==> src/rtl/unidade_escrita_br_pkg.sv <==
// Shared definitions for the register-bank write-back stage: data source codes
// and FSM state encoding.
package unidade_escrita_br_pkg;

  localparam logic [1:0] SEL_LINK = 2'b00;
  localparam logic [1:0] SEL_ULA  = 2'b01;
  localparam logic [1:0] SEL_MEM  = 2'b10;
  localparam logic [1:0] SEL_ENT  = 2'b11;

  typedef enum logic [1:0] {
    OCIOSO     = 2'd0,
    ESPERA_MEM = 2'd1,
    ESPERA_ENT = 2'd2
  } estado_t;

  // Register 0 is protected when zero_ro is set.
  function automatic logic destino_protegido(input logic zero_ro, input logic is_zero);
    return zero_ro & is_zero;
  endfunction

endpackage

==> src/rtl/unidade_escrita_br_if.sv <==
// Request/response bundle between the core and the write-back stage.
interface unidade_escrita_br_if #(
  parameter int DATA_W     = 32,
  parameter int PC_W       = 26,
  parameter int REG_ADDR_W = 5
);
  logic                  req_valid;
  logic                  req_ready;
  logic [1:0]            req_sel;
  logic [REG_ADDR_W-1:0] req_dest;
  logic [PC_W-1:0]       PC;
  logic [DATA_W-1:0]     ULA;
  logic [DATA_W-1:0]     memoria_dados;
  logic                  memoria_valid;
  logic [DATA_W-1:0]     entrada_dados;
  logic                  entrada_valid;
  logic                  entrada_ack;
  logic                  stall;
  logic                  br_we;
  logic [REG_ADDR_W-1:0] br_addr;
  logic [DATA_W-1:0]     br_dado;
  logic                  fwd_valid;
  logic [REG_ADDR_W-1:0] fwd_addr;
  logic [DATA_W-1:0]     fwd_dado;

  modport master (
    output req_valid, req_sel, req_dest, PC, ULA, memoria_dados, memoria_valid,
           entrada_dados, entrada_valid,
    input  req_ready, entrada_ack, stall, br_we, br_addr, br_dado,
           fwd_valid, fwd_addr, fwd_dado
  );

  modport slave (
    input  req_valid, req_sel, req_dest, PC, ULA, memoria_dados, memoria_valid,
           entrada_dados, entrada_valid,
    output req_ready, entrada_ack, stall, br_we, br_addr, br_dado,
           fwd_valid, fwd_addr, fwd_dado
  );
endinterface

==> src/rtl/unidade_escrita_br_seletor.sv <==
// Combinational 4:1 write-data select; the link source is the zero-extended
// PC plus LINK_INC, wrapping modulo 2^DATA_W.
module seletor_fonte_br
  import unidade_escrita_br_pkg::*;
#(
  parameter int DATA_W   = 32,
  parameter int PC_W     = 26,
  parameter int LINK_INC = 1
) (
  input  logic [1:0]        sel,
  input  logic [PC_W-1:0]   pc,
  input  logic [DATA_W-1:0] ula,
  input  logic [DATA_W-1:0] memoria,
  input  logic [DATA_W-1:0] entrada,
  output logic [DATA_W-1:0] dado
);

  logic [DATA_W-1:0] link_s;

  assign link_s = DATA_W'(pc) + DATA_W'(LINK_INC);

  // Source multiplexer
  always_comb begin
    dado = {DATA_W{1'b0}};
    case (sel)
      SEL_LINK: dado = link_s;
      SEL_ULA:  dado = ula;
      SEL_MEM:  dado = memoria;
      SEL_ENT:  dado = entrada;
      default:  dado = {DATA_W{1'b0}};
    endcase
  end

endmodule

==> src/rtl/unidade_escrita_br.sv <==
// Write-back stage: accepts one request, waits on memory/input handshakes while
// stalling the core, then issues a registered single-cycle register-bank write.
module unidade_escrita_br
  import unidade_escrita_br_pkg::*;
#(
  parameter int DATA_W     = 32,
  parameter int PC_W       = 26,
  parameter int REG_ADDR_W = 5,
  parameter int LINK_INC   = 1,
  parameter bit ZERO_RO    = 1'b1
) (
  input  logic                 clock,
  input  logic                 reset,
  unidade_escrita_br_if.slave  bus
);

  estado_t               estado_r, estado_prox_s;
  logic [REG_ADDR_W-1:0] dest_r, dest_s;
  logic [1:0]            sel_s;
  logic                  escreve_s, ack_s, grava_s;
  logic [DATA_W-1:0]     dado_sel_s;

  logic                  br_we_r, ack_r, fwd_valid_r;
  logic [REG_ADDR_W-1:0] br_addr_r;
  logic [DATA_W-1:0]     br_dado_r;

  seletor_fonte_br #(
    .DATA_W   (DATA_W),
    .PC_W     (PC_W),
    .LINK_INC (LINK_INC)
  ) u_seletor (
    .sel     (sel_s),
    .pc      (bus.PC),
    .ula     (bus.ULA),
    .memoria (bus.memoria_dados),
    .entrada (bus.entrada_dados),
    .dado    (dado_sel_s)
  );

  // Next-state, write strobe and source selection
  always_comb begin
    estado_prox_s = estado_r;
    dest_s        = dest_r;
    sel_s         = bus.req_sel;
    escreve_s     = 1'b0;
    ack_s         = 1'b0;
    case (estado_r)
      OCIOSO: begin
        if (bus.req_valid) begin
          dest_s = bus.req_dest;
          case (bus.req_sel)
            SEL_MEM: begin
              if (bus.memoria_valid) begin
                escreve_s = 1'b1;
              end else begin
                estado_prox_s = ESPERA_MEM;
              end
            end
            SEL_ENT: begin
              if (bus.entrada_valid) begin
                escreve_s = 1'b1;
                ack_s     = 1'b1;
              end else begin
                estado_prox_s = ESPERA_ENT;
              end
            end
            default: escreve_s = 1'b1;
          endcase
        end else begin
          estado_prox_s = OCIOSO;
        end
      end
      ESPERA_MEM: begin
        sel_s = SEL_MEM;
        if (bus.memoria_valid) begin
          escreve_s     = 1'b1;
          estado_prox_s = OCIOSO;
        end else begin
          estado_prox_s = ESPERA_MEM;
        end
      end
      ESPERA_ENT: begin
        sel_s = SEL_ENT;
        if (bus.entrada_valid) begin
          escreve_s     = 1'b1;
          ack_s         = 1'b1;
          estado_prox_s = OCIOSO;
        end else begin
          estado_prox_s = ESPERA_ENT;
        end
      end
      default: estado_prox_s = OCIOSO;
    endcase
  end

  assign grava_s = escreve_s &
                   ~destino_protegido(ZERO_RO, dest_s == {REG_ADDR_W{1'b0}});

  // State and output registers; write data is captured in the capture cycle
  always_ff @(posedge clock) begin
    if (reset) begin
      estado_r    <= OCIOSO;
      dest_r      <= {REG_ADDR_W{1'b0}};
      br_we_r     <= 1'b0;
      ack_r       <= 1'b0;
      fwd_valid_r <= 1'b0;
      br_addr_r   <= {REG_ADDR_W{1'b0}};
      br_dado_r   <= {DATA_W{1'b0}};
    end else begin
      estado_r <= estado_prox_s;
      dest_r   <= dest_s;
      br_we_r  <= grava_s;
      ack_r    <= ack_s;
      if (grava_s) begin
        br_addr_r   <= dest_s;
        br_dado_r   <= dado_sel_s;
        fwd_valid_r <= 1'b1;
      end
    end
  end

  assign bus.req_ready   = (estado_r == OCIOSO);
  assign bus.stall       = (estado_r != OCIOSO);
  assign bus.br_we       = br_we_r;
  assign bus.br_addr     = br_addr_r;
  assign bus.br_dado     = br_dado_r;
  assign bus.entrada_ack = ack_r;
  // The forwarding copy is by definition the last committed write.
  assign bus.fwd_valid   = fwd_valid_r;
  assign bus.fwd_addr    = br_addr_r;
  assign bus.fwd_dado    = br_dado_r;

endmodule

==> src/flat_wrapper.sv <==
// flat-port wrapper written by rule: the top's interface ports become plain ports
module unidade_escrita_br_flat import unidade_escrita_br_pkg::*;
#(
  parameter int DATA_W     = 32,
  parameter int PC_W       = 26,
  parameter int REG_ADDR_W = 5,
  parameter int LINK_INC   = 1,
  parameter bit ZERO_RO    = 1'b1
)
  (clock, reset, bus_req_valid, bus_req_sel, bus_req_dest, bus_PC, bus_ULA, bus_memoria_dados, bus_memoria_valid, bus_entrada_dados, bus_entrada_valid, bus_req_ready, bus_entrada_ack, bus_stall, bus_br_we, bus_br_addr, bus_br_dado, bus_fwd_valid, bus_fwd_addr, bus_fwd_dado);
  unidade_escrita_br_if #(.DATA_W(DATA_W), .PC_W(PC_W), .REG_ADDR_W(REG_ADDR_W)) bus_i ();
  input  logic clock;
  input  logic reset;
  input wire logic [$bits(bus_i.req_valid)-1:0] bus_req_valid;
  input wire logic [$bits(bus_i.req_sel)-1:0] bus_req_sel;
  input wire logic [$bits(bus_i.req_dest)-1:0] bus_req_dest;
  input wire logic [$bits(bus_i.PC)-1:0] bus_PC;
  input wire logic [$bits(bus_i.ULA)-1:0] bus_ULA;
  input wire logic [$bits(bus_i.memoria_dados)-1:0] bus_memoria_dados;
  input wire logic [$bits(bus_i.memoria_valid)-1:0] bus_memoria_valid;
  input wire logic [$bits(bus_i.entrada_dados)-1:0] bus_entrada_dados;
  input wire logic [$bits(bus_i.entrada_valid)-1:0] bus_entrada_valid;
  output wire logic [$bits(bus_i.req_ready)-1:0] bus_req_ready;
  output wire logic [$bits(bus_i.entrada_ack)-1:0] bus_entrada_ack;
  output wire logic [$bits(bus_i.stall)-1:0] bus_stall;
  output wire logic [$bits(bus_i.br_we)-1:0] bus_br_we;
  output wire logic [$bits(bus_i.br_addr)-1:0] bus_br_addr;
  output wire logic [$bits(bus_i.br_dado)-1:0] bus_br_dado;
  output wire logic [$bits(bus_i.fwd_valid)-1:0] bus_fwd_valid;
  output wire logic [$bits(bus_i.fwd_addr)-1:0] bus_fwd_addr;
  output wire logic [$bits(bus_i.fwd_dado)-1:0] bus_fwd_dado;
  assign bus_i.req_valid = bus_req_valid;
  assign bus_i.req_sel = bus_req_sel;
  assign bus_i.req_dest = bus_req_dest;
  assign bus_i.PC = bus_PC;
  assign bus_i.ULA = bus_ULA;
  assign bus_i.memoria_dados = bus_memoria_dados;
  assign bus_i.memoria_valid = bus_memoria_valid;
  assign bus_i.entrada_dados = bus_entrada_dados;
  assign bus_i.entrada_valid = bus_entrada_valid;
  assign bus_req_ready = bus_i.req_ready;
  assign bus_entrada_ack = bus_i.entrada_ack;
  assign bus_stall = bus_i.stall;
  assign bus_br_we = bus_i.br_we;
  assign bus_br_addr = bus_i.br_addr;
  assign bus_br_dado = bus_i.br_dado;
  assign bus_fwd_valid = bus_i.fwd_valid;
  assign bus_fwd_addr = bus_i.fwd_addr;
  assign bus_fwd_dado = bus_i.fwd_dado;
  unidade_escrita_br #(.DATA_W(DATA_W), .PC_W(PC_W), .REG_ADDR_W(REG_ADDR_W), .LINK_INC(LINK_INC), .ZERO_RO(ZERO_RO)) u_core (.clock(clock), .reset(reset), .bus(bus_i));
endmodule
==> config.mk <==
export PLATFORM = sky130hd
export DESIGN_NAME = unidade_escrita_br_flat
export DESIGN_NICKNAME = d
export VERILOG_FILES = /design/src/rtl/unidade_escrita_br_pkg.sv /design/src/rtl/unidade_escrita_br_if.sv /design/src/rtl/unidade_escrita_br_seletor.sv /design/src/rtl/unidade_escrita_br.sv /design/src/flat_wrapper.sv
export SDC_FILE = /design/constraint.sdc
export NUM_CORES = 1
export LEC_CHECK = 0
export CORE_MARGIN = 1
export CORE_UTILIZATION = 39
export CTS_BUF_LIST = sky130_fd_sc_hd__clkbuf_4 sky130_fd_sc_hd__clkbuf_8
export DETAILED_ROUTE_END_ITERATION = 10
export HOLD_SLACK_MARGIN = 0.05
export PLACE_DENSITY = 0.9
export SETUP_SLACK_MARGIN = 0.3
export SLEW_MARGIN = 20
export SYNTH_ARGS = -nofsm -noshare
export SYNTH_HDL_FRONTEND = slang
export SYNTH_SLANG_ARGS = --single-unit
export TNS_END_PERCENT = 50
==> constraint.sdc <==
create_clock -name clock -period 2.2 [get_ports clock]
set_input_delay 0.33 -clock clock [delete_from_list [all_inputs] [get_ports clock]]
set_output_delay 0.33 -clock clock [all_outputs]
set_load 0.02 [all_outputs]
After elaboration in Yosys (flattened, before gate mapping)
Cells that the tools add are included.
Storage, ports and cells
  bits in registers: 47
  bits of input ports: 134
  output and inout bits: 79
  logic and storage cells: 44
Operators by class
  add/subtract/negate cells: 1
  equality and inequality tests: 10
  muxes and demuxes: 19
  bitwise logic cells: 2
  reduce and logical (&&, ||, !) cells: 5
Operators by type and width (number)
  32-bit case mux with 4 select lines: 1
  26-bit by 1-bit adder with 27-bit output (second input constant): 1
  2-bit equality test (second input constant): 5
  5-bit 2-to-1 mux: 2
  2-bit 2-to-1 mux: 4
  4-bit != test (second input constant): 2
  2-bit case mux with 2 select lines: 2
  1-bit 2-to-1 mux: 6
  2-bit case mux with 3 select lines: 1
  5-bit zero test: 1
  2-bit by 1-bit equality test with 1-bit output (second input constant): 2
  2-bit zero test: 2
  4-bit by 2-bit != test with 1-bit output (second input constant): 1
  1-bit case mux with 2 select lines: 2
  1-bit case mux with 3 select lines: 1
  3-bit AND reduction: 1
  2-bit nonzero test: 1
  1-bit bitwise AND: 1
  1-bit inverter: 1

Depth between registers and ports, before layout
Gate-level depths: netlist of run 1.
  word-level depth: 5
  gate-level depth with buffers: 11
  depth with buffers taken out: 8

By module
From an unflattened synthesis of run 1, not the netlist that was laid out.
Second synthesis, totals
  cells, all modules: 421
  area, all modules: 3752.3 sq um
By module, submodules not included
  unidade_escrita_br: times used 1, cells each 259, area an instance 2347.3 sq um, sequential area each 940.9 sq um
  seletor_fonte_br: times used 1, cells each 162, area an instance 1405.1 sq um, sequential area each 0.0 sq um

Least setup slack after synthesis of run 1
Ideal clock, no wire load.
  kind: reg2reg
  from: register u_core.estado_r[0]
  to: register u_core.br_addr_r[1], in the netlist u_core.bus.br_addr[1]
  library setup time: 86 ps
  data arrival time: 1928 ps
  data required time: 2114 ps
  slack: 186 ps
  cell stages (with the launch flop): 12
  path buffers: 3
  period minus slack after synthesis: 2014 ps
  cells stage by stage: dfxtp_1 -> inv_1 -> ha_1 -> and2_1 -> buf_4 -> o21ai_2 -> a31oi_4 -> and2_1 -> buf_4 -> buf_4 -> nor2_1 -> a211oi_1
Between the ends
  longest elaborated chain between the ends: 5
  elaborated cells on any way between the ends: 8
  those cells by class: eq/ne: 2; mux: 2; bitwise: 2; reduce/logical: 2
RTL lines
  from (decl): RTL line unidade_escrita_br.sv:17  | estado_t estado_r, estado_prox_s;
  from (signal assigned): RTL line unidade_escrita_br.sv:110  | estado_r <= estado_prox_s;
  2-bit zero test (*)
  named net bus_req_ready: RTL line flat_wrapper.sv:23  | output wire logic [$bits(bus_i.req_ready)-1:0] bus_req_ready;
  5-bit 2-to-1 mux: RTL line unidade_escrita_br.sv:47  | case (estado_r)
  5-bit zero test: RTL line unidade_escrita_br.sv:97  | ~destino_protegido(ZERO_RO, dest_s == {REG_ADDR_W{1'b0}});
  1-bit inverter: RTL line unidade_escrita_br.sv:97
  1-bit bitwise AND: RTL line unidade_escrita_br.sv:96  | assign grava_s = escreve_s &
  to (signal assigned): RTL line unidade_escrita_br.sv:107  | br_addr_r <= {REG_ADDR_W{1'b0}};
  to (signal assigned): RTL line unidade_escrita_br.sv:115  | br_addr_r <= dest_s;
  to (decl): RTL line unidade_escrita_br.sv:24  | logic [REG_ADDR_W-1:0] br_addr_r;
The timed path passes the listed nets; every way through them passes the cells marked *.
A chain may end at the register's enable or synchronous reset.

Worst setup path in the final report of run 1
  from: register u_core.estado_r[1]
  to: register u_core.br_dado_r[7], in the netlist u_core.bus.br_dado[7]
Between the ends
  longest elaborated chain between the ends: 5
  elaborated cells on any way between the ends: 14
  those cells by class: eq/ne: 5; mux: 4; bitwise: 2; reduce/logical: 3
RTL lines
  parallel branches: the longest is 5 deep, another holds 32-bit case mux with 4 select lines
  to (signal assigned): RTL line unidade_escrita_br.sv:108  | br_dado_r <= {DATA_W{1'b0}};
  to (signal assigned): RTL line unidade_escrita_br.sv:116  | br_dado_r <= dado_sel_s;
  to (decl): RTL line unidade_escrita_br.sv:25  | logic [DATA_W-1:0] br_dado_r;
Several ways; the timed one is not identified.

==> qor.csv, run 1 <==
stage,metric,value,unit
finish,Layout Nets,804,
clocking,number of H-tree levels,2,
synthesis,post-synthesis sequential area ratio,27.2,%
timing,Slew @ Worst Pin,626,ps
clocking,worst skew pair latency,310,ps
drt,Vias/cell,5.75,
grt,GR Overflow Total,0,
grt,largest net degree at the start of global routing,31,
critical_path,CP Launch Point,u_core.estado_r[1],
place,number of I/O port buffers,212,
power,leakage,2.41,nW
critical_path,CP arrival,2110,ps
critical_path,R2R depth,8,
synthesis,cell taking the most area after synthesis,dfxtp_1,
finish,Reg area,943,sq um
synthesis,Area contributors post-synth,"dfxtp_1, buf_4, nand2_1, a21oi_1, nor2_1",
timing,fin. max-slew vios,0,
critical_path,Crit Path Max Fanout,5,
clocking,cell at the root of the clock tree,clkbuf_8,
finish,Layout fillers,624,
timing,unrepaired setup endpoints after global routing,true,
synthesis,Synth top area share,27.2,%
synthesis,Syn Std Cell Area,3460,sq um
critical_path,Critical Path RT,2370,ps
synthesis,number of synthesized flops with an enable pin,0,
synthesis,Avg Inst Size Synth,7.75,sq um
timing,final hold slack,478,ps
timing,period utilisation layout,88.1,%
timing,fin crit period,1940,ps
die,Die Height,96.2,microns
clocking,Clock Path Buffers,2,
drt,Routed Wire Length,14400,microns
place,GP Congestion,0.886,
drt,post-route antenna net violation count,0,
power,clock power share,19.1,%
power,Int Pwr,0.00224,W
finish,Syn-to-layout area delta,82.1,%
critical_path,CP max stage delay,360,ps
critical_path,slowest CP cell,dfxtp_2,
die,Ports,213,
timing,normalized max-slew margin,58.2,%
die,Core Area,8380,sq um
drt,Iter 0 DRT Violations,262,
timing,endpoints failing setup,0,
outcome,outcome,completed,
critical_path,R2R setup slack,260,ps
finish,layout cells sized above 1,17.6,%
timing,Max Freq,516,MHz
finish,Diodes inserted,0,
grt,first-pass GRT wire length,21400,microns
clocking,Clock transition at path regs,100,ps
synthesis,Yosys reg bits,47,
critical_path,worst setup path category,reg -> reg,
synthesis,most frequent cell after synthesis,nand2_1,
timing,Fin. Hold Viols,0,
drt,via count,4432,
synthesis,post-synthesis cell count,446,
synthesis,Syn Nets,585,
power,peak supply drop,0.284,mV
critical_path,Worst R2R End,u_core.bus.br_dado[7],
drt,DRT Pass-1 Iters,5,
critical_path,Reg-to-Reg Start,u_core.estado_r[1],
synthesis,commonest cells in the netlist,"nand2_1, dfxtp_1, nor2_1, buf_4, a21oi_1",
min_path,hold path cells,2,
synthesis,ys flop type,dfxtp_1,
critical_path,endpoint class of the critical path,flop,
power,sequential share of power,29.9,%
die,Horiz. Die Dim,96.2,microns
grt,number of global-route vias before repair,4210,
power,Gate power share,51.0,%
timing,final setup skew,7.06,ps
die,Initial Util,41.2,%
die,row cnt,33,
grt,Tot GR Track Use,30.3,%
min_path,hold_sp,u_core.bus.br_dado[30],
flow_run,max-cap viol count,0,
place,placed wire-length estimate,10900,microns
drt,DRC Markers,0,
clocking,cts bufs inserted,5,
clocking,CTS tree,done,
finish,fin util,75.1,%
power,Psw,0.00127,W
synthesis,yosys warns,0,
power,Net Sw Frac,36.2,%
grt,initial antenna violation count,0,
critical_path,crit path to,u_core.bus.br_dado[7],
drt,drt wl/cell,18.6,microns
die,Total Die Area,9240,sq um
clocking,CTS sink cnt,47,
critical_path,Critical Path Start Type,flop,
min_path,Tightest Hold Check Type,reg -> reg,
finish,multi-input logic area,2250,sq um
synthesis,number of library cell types mapped by synthesis,50,
synthesis,Async SR Flop Fraction,0,%
critical_path,crit-path cells,inv_2 -> ha_4 -> and2_4 -> o21bai_4 -> buf_6 -> buf_16 -> a222oi_1 -> a311oi_1,
power,Cell Pwr Density,556,nW/um^2
==> power by group through the flow <==
stage / Clock [W] / Combinational [W] / Sequential (W)
floorplan: 0 / 0.000736 / 0.00115
global placement: 0 / 0.00158 / 0.00106
detailed placement: 0 / 0.00161 / 0.00106
CTS: 0.000679 / 0.00173 / 0.00104
global route: 0.000702 / 0.00190 / 0.00106
finish: 0.000669 / 0.00179 / 0.00105
==> area by class of cell <==
| class | instances | share of cell area [%] |
|---|---|---|
| clock buffers | 5 | 1.09 |
| clock inverters | 3 | 0.735 |
| inverters | 8 | 0.477 |
| multi-input cells | 324 | 35.8 |
| flip-flops and latches | 47 | 15.0 |
| well taps | 105 | 2.09 |
| repair buffers | 279 | 44.9 |
==> metal layers <==
metal  track usage [%]  wire (microns)  share of wire (%)
met2              53.4            7180                 50
met5                 0               0                  0
met4              7.21             224                1.6
met1              37.6            5610                 39
met3              5.69            1360                9.5
==> worst min path at each step <==
stage | to | slack [ps]
2_1_floorplan | u_core.dest_r[0] | 450
3_3_place_gp | u_core.bus.br_dado[30] | 460
3_5_place_dp | u_core.bus.br_dado[30] | 470
4_1_cts | u_core.bus.br_dado[30] | 480
5_1_grt | u_core.bus.br_dado[10] | 500
6_report | u_core.bus.br_dado[30] | 480
==> timing repair <==
| action | 4_1_cts | 5_1_grt |
|---|---|---|
| resized for setup | 29 | 24 |
| buffers inserted | 12 | 6 |
| setup endpoints to repair | 29 | 39 |
| hold buffers | 0 | 0 |
| pin swaps | 17 | 10 |
| gates cloned | 3 | 1 |
==> through the flow <==
stage	TNS, ps	area [sq um]	worst slack [ps]	power (W)	cells
floorplan	0	3490	292	0.00189	446
global placement	-140	5750	-67.3	0.00264	741
detailed placement	-656	5750	-144	0.00267	741
CTS	0	6140	269	0.00345	764
global route	0	6290	196	0.00366	771
finish	0	6290	263	0.00350	771
==> cells by family (layout without fill, tap and decap cells) <==
group	Yosys count	after routing	synth area share (%)
flops	47	47	27.2
fa+ha+maj	5	5	1.81
buf+inv	75	295	13.0
simple gates	152	152	21.3
compound gates	135	135	28.2
xor+xnor	20	20	5.07
mux	12	12	3.47
==> state kept, by name (all words and copies together), names as in the netlist <==
name                    flops
u_core.bus.br_addr          5
u_core.bus.br_dado         32
u_core.bus.br_we            1
u_core.bus.entrada_ack      1
u_core.bus.fwd_valid        1
u_core.dest_r               5
u_core.estado_r             2
==> cell usage in the layout (no fill, tap or decap), types with 3 or more instances in the layout <==
cell / synthesis / layout
buf_4: 40 / 51
nor3_1: 4 / 3
a222oi_1: 9 / 9
inv_1: 8 / 6
clkbuf_8: 0 / 5
dlymetal6s2s_1: 0 / 7
mux2i_1: 12 / 12
clkdlybuf4s50_1: 0 / 199
buf_16: 0 / 3
and2_4: 0 / 3
o21ai_0: 18 / 16
a221oi_1: 10 / 3
and4_1: 3 / 3
xor2_1: 4 / 4
nand3_1: 10 / 9
a211oi_1: 7 / 6
or3_1: 6 / 6
xnor2_1: 16 / 14
nand4_1: 12 / 12
dfxtp_1: 47 / 45
a221oi_2: 0 / 5
buf_12: 0 / 8
a22oi_1: 12 / 12
a21boi_0: 6 / 6
dlygate4sd2_1: 0 / 5
o211ai_1: 11 / 11
a311oi_1: 10 / 10
nand2_1: 57 / 55
buf_6: 0 / 4
a21oi_1: 33 / 33
nor2_1: 41 / 38
==> worst max-delay path, delay by kind of cell (launching register included) <==
family | cells | cell delay (ps)
AOI/OAI and AO/OA | 3 | 690
adders and majority gates | 1 | 260
buffers and inverters | 3 | 340
DFF | 1 | 360
and+or+nand+nor | 1 | 140
No activity file was read; power rests on OpenSTA's default activity.
==> inputs of run 2 (changes only) <==
CORE_UTILIZATION = 40   (was 39)
GPL_TIMING_DRIVEN = 0   (was default)
PLACE_DENSITY = 0.89   (was 0.9)
SYNTH_HIERARCHICAL = 1   (was default)
==> run 2 against run 1 <==
  * The flow now finishes with violations (setup timing)
  * Setup slack lost 290 ps
  * Clock power increased by 2%
  * Via count is 6.9% lower
  * Die area rose by 5.7%
  * Sequential share of layout area fell by 0.50 points
  * Register-to-register slack worse by 290 ps
  * Wire length down 3.7%
  * Core utilization fell by 1.9 points
==> qor.csv, run 2 <==
stage,metric,value,unit,change
grt,initial antenna violation count,0,,unchanged
grt,first-pass GRT wire length,20900,microns,-2.1%
synthesis,Syn Nets,560,,-4.3%
min_path,Tightest Hold Check Type,in -> reg,,
timing,fin crit period,2230,ps,+293 ps
drt,Routed Wire Length,13800,microns,-3.7%
critical_path,Critical Path RT,2390,ps,+20 ps
grt,met3 GRT Util,3.76,%,-1.9 points
critical_path,Reg-to-Reg Start,u_core/estado_r[1],,
power,Net Sw Frac,33.4,%,-2.8 points
place,dpl ws,-635,ps,-491 ps
timing,Slew @ Worst Pin,622,ps,-4.49 ps
outcome,outcome,"finished, violations left",,
critical_path,endpoint class of the critical path,flop,,
finish,layout cells sized above 1,23.8,%,+6.2 points
place,number of I/O port buffers,209,,-1.4%
drt,Vias/cell,5.40,,-6.0%
critical_path,worst setup path category,reg -> reg,,
place,placed wire-length estimate,10600,microns,-3.0%
synthesis,yosys warns,6,,+6
power,sequential share of power,29.4,%,-0.5 points
clocking,number of H-tree levels,2,,unchanged
die,Horiz. Die Dim,98.9,microns,+2.8%
critical_path,crit path to,u_core/bus.br_dado[25],,
clocking,cell at the root of the clock tree,clkbuf_8,,
timing,normalized max-slew margin,58.5,%,+0.30 points
die,row cnt,34,,+3.0%
finish,Diodes inserted,0,,unchanged
die,Initial Util,42.2,%,+0.96 points
timing,fin. max-slew vios,0,,unchanged
critical_path,CP arrival,2420,ps,+310 ps
power,peak supply drop,0.318,mV,+12%
critical_path,R2R depth,9,,+1
clocking,CTS hold repair buffers,0,,unchanged
die,Die Height,98.9,microns,+2.8%
finish,fin util,73.2,%,-1.9 points
drt,drt wl/cell,18.1,microns,-2.7%
finish,Largest register FFs,32,,unchanged
timing,Max Freq,448,MHz,-13%
grt,largest net degree at the start of global routing,16,,-48%
synthesis,ys flop type,dfxtp_1,,
clocking,Clock Path Buffers,2,,unchanged
synthesis,post-synthesis cell count,421,,-5.6%
critical_path,R2R setup slack,-30,ps,-290 ps
drt,post-route antenna net violation count,0,,unchanged
critical_path,Critical Path Start Type,flop,,
synthesis,Synth top area share,25.1,%,-2.1 points
grt,Tot GR Track Use,27.0,%,-3.2 points
synthesis,Area contributors post-synth,"dfxtp_1, mux4_2, mux2i_1, nand2_1, buf_4",,
finish,Syn-to-layout area delta,73.5,%,
drt,via count,4124,,-6.9%
timing,setup_tns,-30.3,ps,-30.3 ps
power,Int Pwr,0.00232,W,+3.6%
power,clock power share,19.6,%,+0.5 points
timing,final setup skew,13.1,ps,+6.00 ps
clocking,CTS sink cnt,47,,unchanged
synthesis,most frequent cell after synthesis,nand2_1,,
timing,Fin. Hold Viols,0,,unchanged
finish,"most common cell after layout, fill and taps aside",clkdlybuf4s50_1,,
grt,GR Overflow Total,0,,unchanged
timing,endpoints failing setup,1,,+1
drt,DRC Markers,0,,unchanged
drt,DRT Pass-1 Iters,4,,-1
die,Core Area,8890,sq um,+6.1%
critical_path,Crit Path Max Fanout,8,,+3
outcome,violated checks,setup timing,,
power,Psw,0.00116,W,-8.4%
die,Ports,213,,unchanged
power,Gate power share,50.9,%,about the same
critical_path,Worst R2R End,u_core/bus.br_dado[25],,
clocking,CTS tree,done,,
timing,final hold slack,353,ps,-125 ps
timing,final setup margin,-30.3,ps,-293 ps
finish,most frequent cells in the layout,"clkdlybuf4s50_1, nand2_1, buf_4",,
synthesis,number of library cell types mapped by synthesis,63,,+26%
timing,unrepaired setup endpoints after global routing,true,,
finish,Layout Nets,793,,-1.4%
grt,number of global-route vias before repair,4111,,-2.4%
grt,busiest grt layer,met2,,
grt,met1 Track Usage GR,31.7,%,-5.9 points
synthesis,Async SR Flop Fraction,0,%,unchanged
power,leakage,2.60,nW,+7.7%
synthesis,Avg Inst Size Synth,8.91,sq um,+15%
synthesis,commonest cells in the netlist,"nand2_1, dfxtp_1, buf_4, mux2i_1, mux4_2",,
synthesis,Yosys reg bits,47,,unchanged
timing,period utilisation layout,101,%,+13 points
clocking,Clock transition at path regs,100,ps,about the same
synthesis,Syn Std Cell Area,3750,sq um,+8.5%
drt,Iter 0 DRT Violations,116,,-56%
critical_path,CP Launch Point,u_core/estado_r[1],,
power,Cell Pwr Density,534,nW/um^2,-4.0%
synthesis,number of synthesized flops with an enable pin,0,,unchanged
place,GP Congestion,0.872,,-1.6%
grt,met2 usage,49.9,%,-3.6 points
flow_run,max-cap viol count,0,,unchanged
synthesis,post-synthesis sequential area ratio,25.1,%,-2.1 points
synthesis,cell taking the most area after synthesis,dfxtp_1,,
die,Total Die Area,9770,sq um,+5.7%
clocking,worst skew pair latency,300,ps,about the same
clocking,cts bufs inserted,5,,unchanged
==> run 2: changes by cell type in the layout (fill, tap and decap cells not counted), moves of 9 or more <==
cell / before / now
mux2_2: 0 / 10
nand2_1: 55 / 84
mux2i_1: 12 / 36
a222oi_1: 9 / 0
clkbuf_1: 0 / 10
o211ai_1: 11 / 0
a22oi_1: 12 / 1
mux4_2: 0 / 19
a21oi_1: 33 / 10
o21ai_0: 16 / 4
nor2_1: 38 / 4
a311oi_1: 10 / 0
==> run 2: power groups by stage <==
stage          registers [W]  clock network (W)  logic [W]
3_3_place_gp         0.00103                  0    0.00162
6_report             0.00102           0.000683    0.00177
3_5_place_dp         0.00104                  0    0.00166
5_1_grt              0.00104           0.000733    0.00187
2_1_floorplan        0.00112                  0   0.000841
4_1_cts              0.00102           0.000708    0.00169
==> run 2: worst max-delay path, cell delays in order, from the launching register on <==
cell and delay, ps:
dfxtp_2 370, inv_2 60, ha_4 260, mux2_4 320, clkbuf_16 170, mux4_2 440
a311oi_2 260, o21ai_1 100, nand2_1 80, mux2i_1 70
==> run 2: through the flow <==
| step | instances | area, sq um | power, W |
|---|---|---|---|
| detailed placement | 738 | 6060 | 0.00270 |
| global route | 763 | 6510 | 0.00364 |
| floorplan | 421 | 3840 | 0.00196 |
| global placement | 738 | 6060 | 0.00266 |
| CTS | 755 | 6310 | 0.00342 |
| finish | 763 | 6510 | 0.00348 |
==> run 2: metal layers <==
metal  up-vias  part of all wire, %
met2       182                   53
li1       1937                    -
met1      1983                   39
met3        22                  5.8
met5         -                    0
met4         0                  2.5
==> run 2: logic make-up after synthesis <==
group                    after synthesis  synth area share (%)
XOR/XNOR                              15                  3.50
buffers and inverters                 76                  13.4
multiplexers                          69                  25.2
AO/OA/AOI/OAI                         50                  9.90
AND/OR/NAND/NOR                      159                  21.2
flip-flops                            47                  25.1
adder cells (fa/ha/maj)                5                  1.67
==> run 2: worst min path at each step <==
stage | from | endpoint | slack, ps | depth (start not counted)
global placement | u_core/bus.fwd_valid | u_core/bus.fwd_valid | 450 | 1
global route | bus_req_valid | u_core/dest_r[2] | 340 | 3
floorplan | u_core/dest_r[2] | u_core/dest_r[2] | 450 | 2
finish | bus_req_valid | u_core/dest_r[3] | 350 | 3
CTS | bus_req_valid | u_core/dest_r[3] | 310 | 3
detailed placement | u_core/bus.fwd_valid | u_core/bus.fwd_valid | 460 | 1
==> run 2: cell type report <==
cell class              instances  area (sq um)
well taps                     108           135
inverters                      11          41.3
repair buffers                226          2210
clock buffers                   6          82.6
plain buffers                  65           549
fillers                       642          2380
flip-flops and latches         47           943
clock inverters                 2          38.8
multi-input cells             298          2510
==> run 2: what timing repair did <==
action                     4_1_cts  5_1_grt
pin swaps                        7        6
setup endpoints to repair       37       39
gates resized for setup         34       46
setup buffers                    9        8
==> edit, RTL diff (flow settings as in run 1) <==
`REG_ADDR_W` is set to 5 in 3 places; all go to 6.
--- a/src/rtl/unidade_escrita_br_if.sv
+++ b/src/rtl/unidade_escrita_br_if.sv
@@ -2,7 +2,7 @@
 interface unidade_escrita_br_if #(
   parameter int DATA_W     = 32,
   parameter int PC_W       = 26,
-  parameter int REG_ADDR_W = 5
+  parameter int REG_ADDR_W = 6
 );
   logic                  req_valid;
   logic                  req_ready;
--- a/src/rtl/unidade_escrita_br.sv
+++ b/src/rtl/unidade_escrita_br.sv
@@ -5,7 +5,7 @@
 #(
   parameter int DATA_W     = 32,
   parameter int PC_W       = 26,
-  parameter int REG_ADDR_W = 5,
+  parameter int REG_ADDR_W = 6,
   parameter int LINK_INC   = 1,
   parameter bit ZERO_RO    = 1'b1
 ) (
--- a/src/flat_wrapper.sv
+++ b/src/flat_wrapper.sv
@@ -3,7 +3,7 @@
 #(
   parameter int DATA_W     = 32,
   parameter int PC_W       = 26,
-  parameter int REG_ADDR_W = 5,
+  parameter int REG_ADDR_W = 6,
   parameter int LINK_INC   = 1,
   parameter bit ZERO_RO    = 1'b1
 )
Ports: changed (resized bus_br_addr, bus_fwd_addr and bus_req_dest); port bits go from 213 to 216. The function was not compared with the original's and may differ.
==> edit against run 1 <==
- die area grew 5.3%
- sequential cell count increased by 2
- fmax shrank 2.9%
- register-to-register slack worse by 50 ps
- clock power is 18% higher
- global-route usage rose by 0.49 points
- routed wire length increased by 11%
- synthesized area grew 5.4%
- design area up 4.9%
- sequential share of layout area down 0.10 points
- sequential power rose by 4%
- via count grew 7.9%
- power is 7.7% higher
- setup slack worse by 58 ps
- largest power group unchanged
==> edit: results (changes against run 1) <==
[critical_path]
reg2reg_to=u_core.bus.br_dado[2]
rr_worst_depth=9  ; +1
r2r_slack_ps=210  ; -50 ps
crit_path_max_fanout=9  ; +4
slowest_stage=clkdlybuf4s50_1
cpPeakStageDelay_ps=500  ; +140 ps
arrival_ps=2160  ; +50 ps

[power_and_ir_drop]
power_mw=3.773  ; +7.7%
p_leak_nw=2.597  ; +7.6%
max-vdd-ir-drop_mv=0.3179  ; +12%
p_sw_share_pct=35.64  ; -0.54 points
comb_power_mw=1.89  ; +6%
p_clk_share_pct=20.9  ; +1.8 points

[run_status]
outcome=completed

[logic_synthesis]
synth-seq-area-share_pct=26.92  ; -0.29 points
synthTopCellsByCount=nand2_1, dfxtp_1, nor2_1
synthArstFlopShare_pct=0  ; unchanged
synthTopCellsByArea=dfxtp_1, buf_4, a21oi_1
synthCells=475  ; +6.5%
synth_nets=615  ; +5.1%

[global_routing]
grt_pass1_wl_mm=23.49  ; +10%
grt_max_degree=38  ; +23%
track_usage_pct=30.75  ; +0.49 points

[finish]
fillers=619  ; -0.80%
instances_no_fill=812  ; +5.3%
final_nets=843  ; +4.9%
regArea_um2=983.4  ; +4.2%
drive_gt1_share_pct=19.46  ; +1.9 points

[drt]
wl_met2_mm=8.055  ; +12%
dr.first_iter.drc_count=293  ; +12%
top_layer=met4
vias=4784  ; +7.9%
wl_met1_mm=5.634  ; +0.41%
met3WireLength_mm=1.285  ; -5.7%
wl_per_cell_um=19.62  ; +5.2%

[timing]
worst_hold_slack_ps=488.2  ; +10.31 ps
maxSlewHeadroom_pct=51.82  ; -6.4 points
fin_worst_skew_ps=8.848  ; +1.787 ps

[placement]
post-place-ws_ps=-90.35  ; +53.49 ps
post_dp_cell_area_um2=5947  ; +3.4%
portBuffers=215  ; +1.4%
dp.cells=782  ; +5.5%
hpwl_mm=11.72  ; +7.5%

[clocking]
cts_made_buffers=5  ; unchanged

[worst_hold_path]
min_to=u_core.bus.br_dado[6]
min_path_type=reg -> reg
hp-start=u_core.bus.br_dado[6]

## edit: per-layer routing
| metal | up-vias | track usage, % |
|---|---|---|
| met1 | 2235 | 32.55 |
| met4 | 0 | 18.37 |
| li1 | 2154 | - |
| met5 | - | 0 |
| met3 | 92 | 5.816 |
| met2 | 303 | 56.66 |
## edit: layout make-up
cell class / count / share of cell area, %
clock inverters: 3 / 1.042
inverters: 16 / 0.9470
repair buffers: 292 / 43.37
clock buffers: 5 / 1.042
multi-input cells: 339 / 36.67
well taps: 108 / 2.045
flip-flops and latches: 49 / 14.89
## edit: cells by family after synthesis
logic type      count (synthesis)  share of synthesized area [%]
simple gates                  171                          23.52
compound gates                130                          25.45
buf+inv                        87                          14.01
flops                          49                          26.92
xor+xnor                       21                          5.048
mux                            12                          3.331
fa+ha+maj                       5                          1.717
## edit: timing repair
item | in CTS | in global routing
cloned | 1 | 2
pin swaps | 10 | 32
hold endpoints to repair | 0 | 0
endpoints found under the setup margin | 37 | 41
gates resized for setup | 28 | 39
buffers inserted | 9 | 10
## edit: critical path, delay by kind of cell
kind / cells / cell delay (ps)
AOI/OAI and AO/OA: 3 / 590
and+or+nand+nor: 2 / 400
buffers and inverters: 3 / 830
## edit: worst max-delay path by stage
| stage | startpoint | end | slack [ps] | cells past startpoint |
|---|---|---|---|---|
| finish | bus_req_sel[0] | u_core.bus.br_dado[1] | 200 | 8 |
| global route | u_core.estado_r[0] | u_core.bus.br_dado[8] | 130 | 9 |
| floorplan | u_core.estado_r[0] | u_core.bus.br_dado[2] | 330 | 10 |
| CTS | u_core.estado_r[1] | u_core.bus.br_dado[25] | 220 | 8 |
| global placement | bus_req_valid | u_core.bus.br_dado[20] | 10 | 8 |
| detailed placement | bus_req_valid | u_core.bus.br_dado[29] | -90 | 7 |
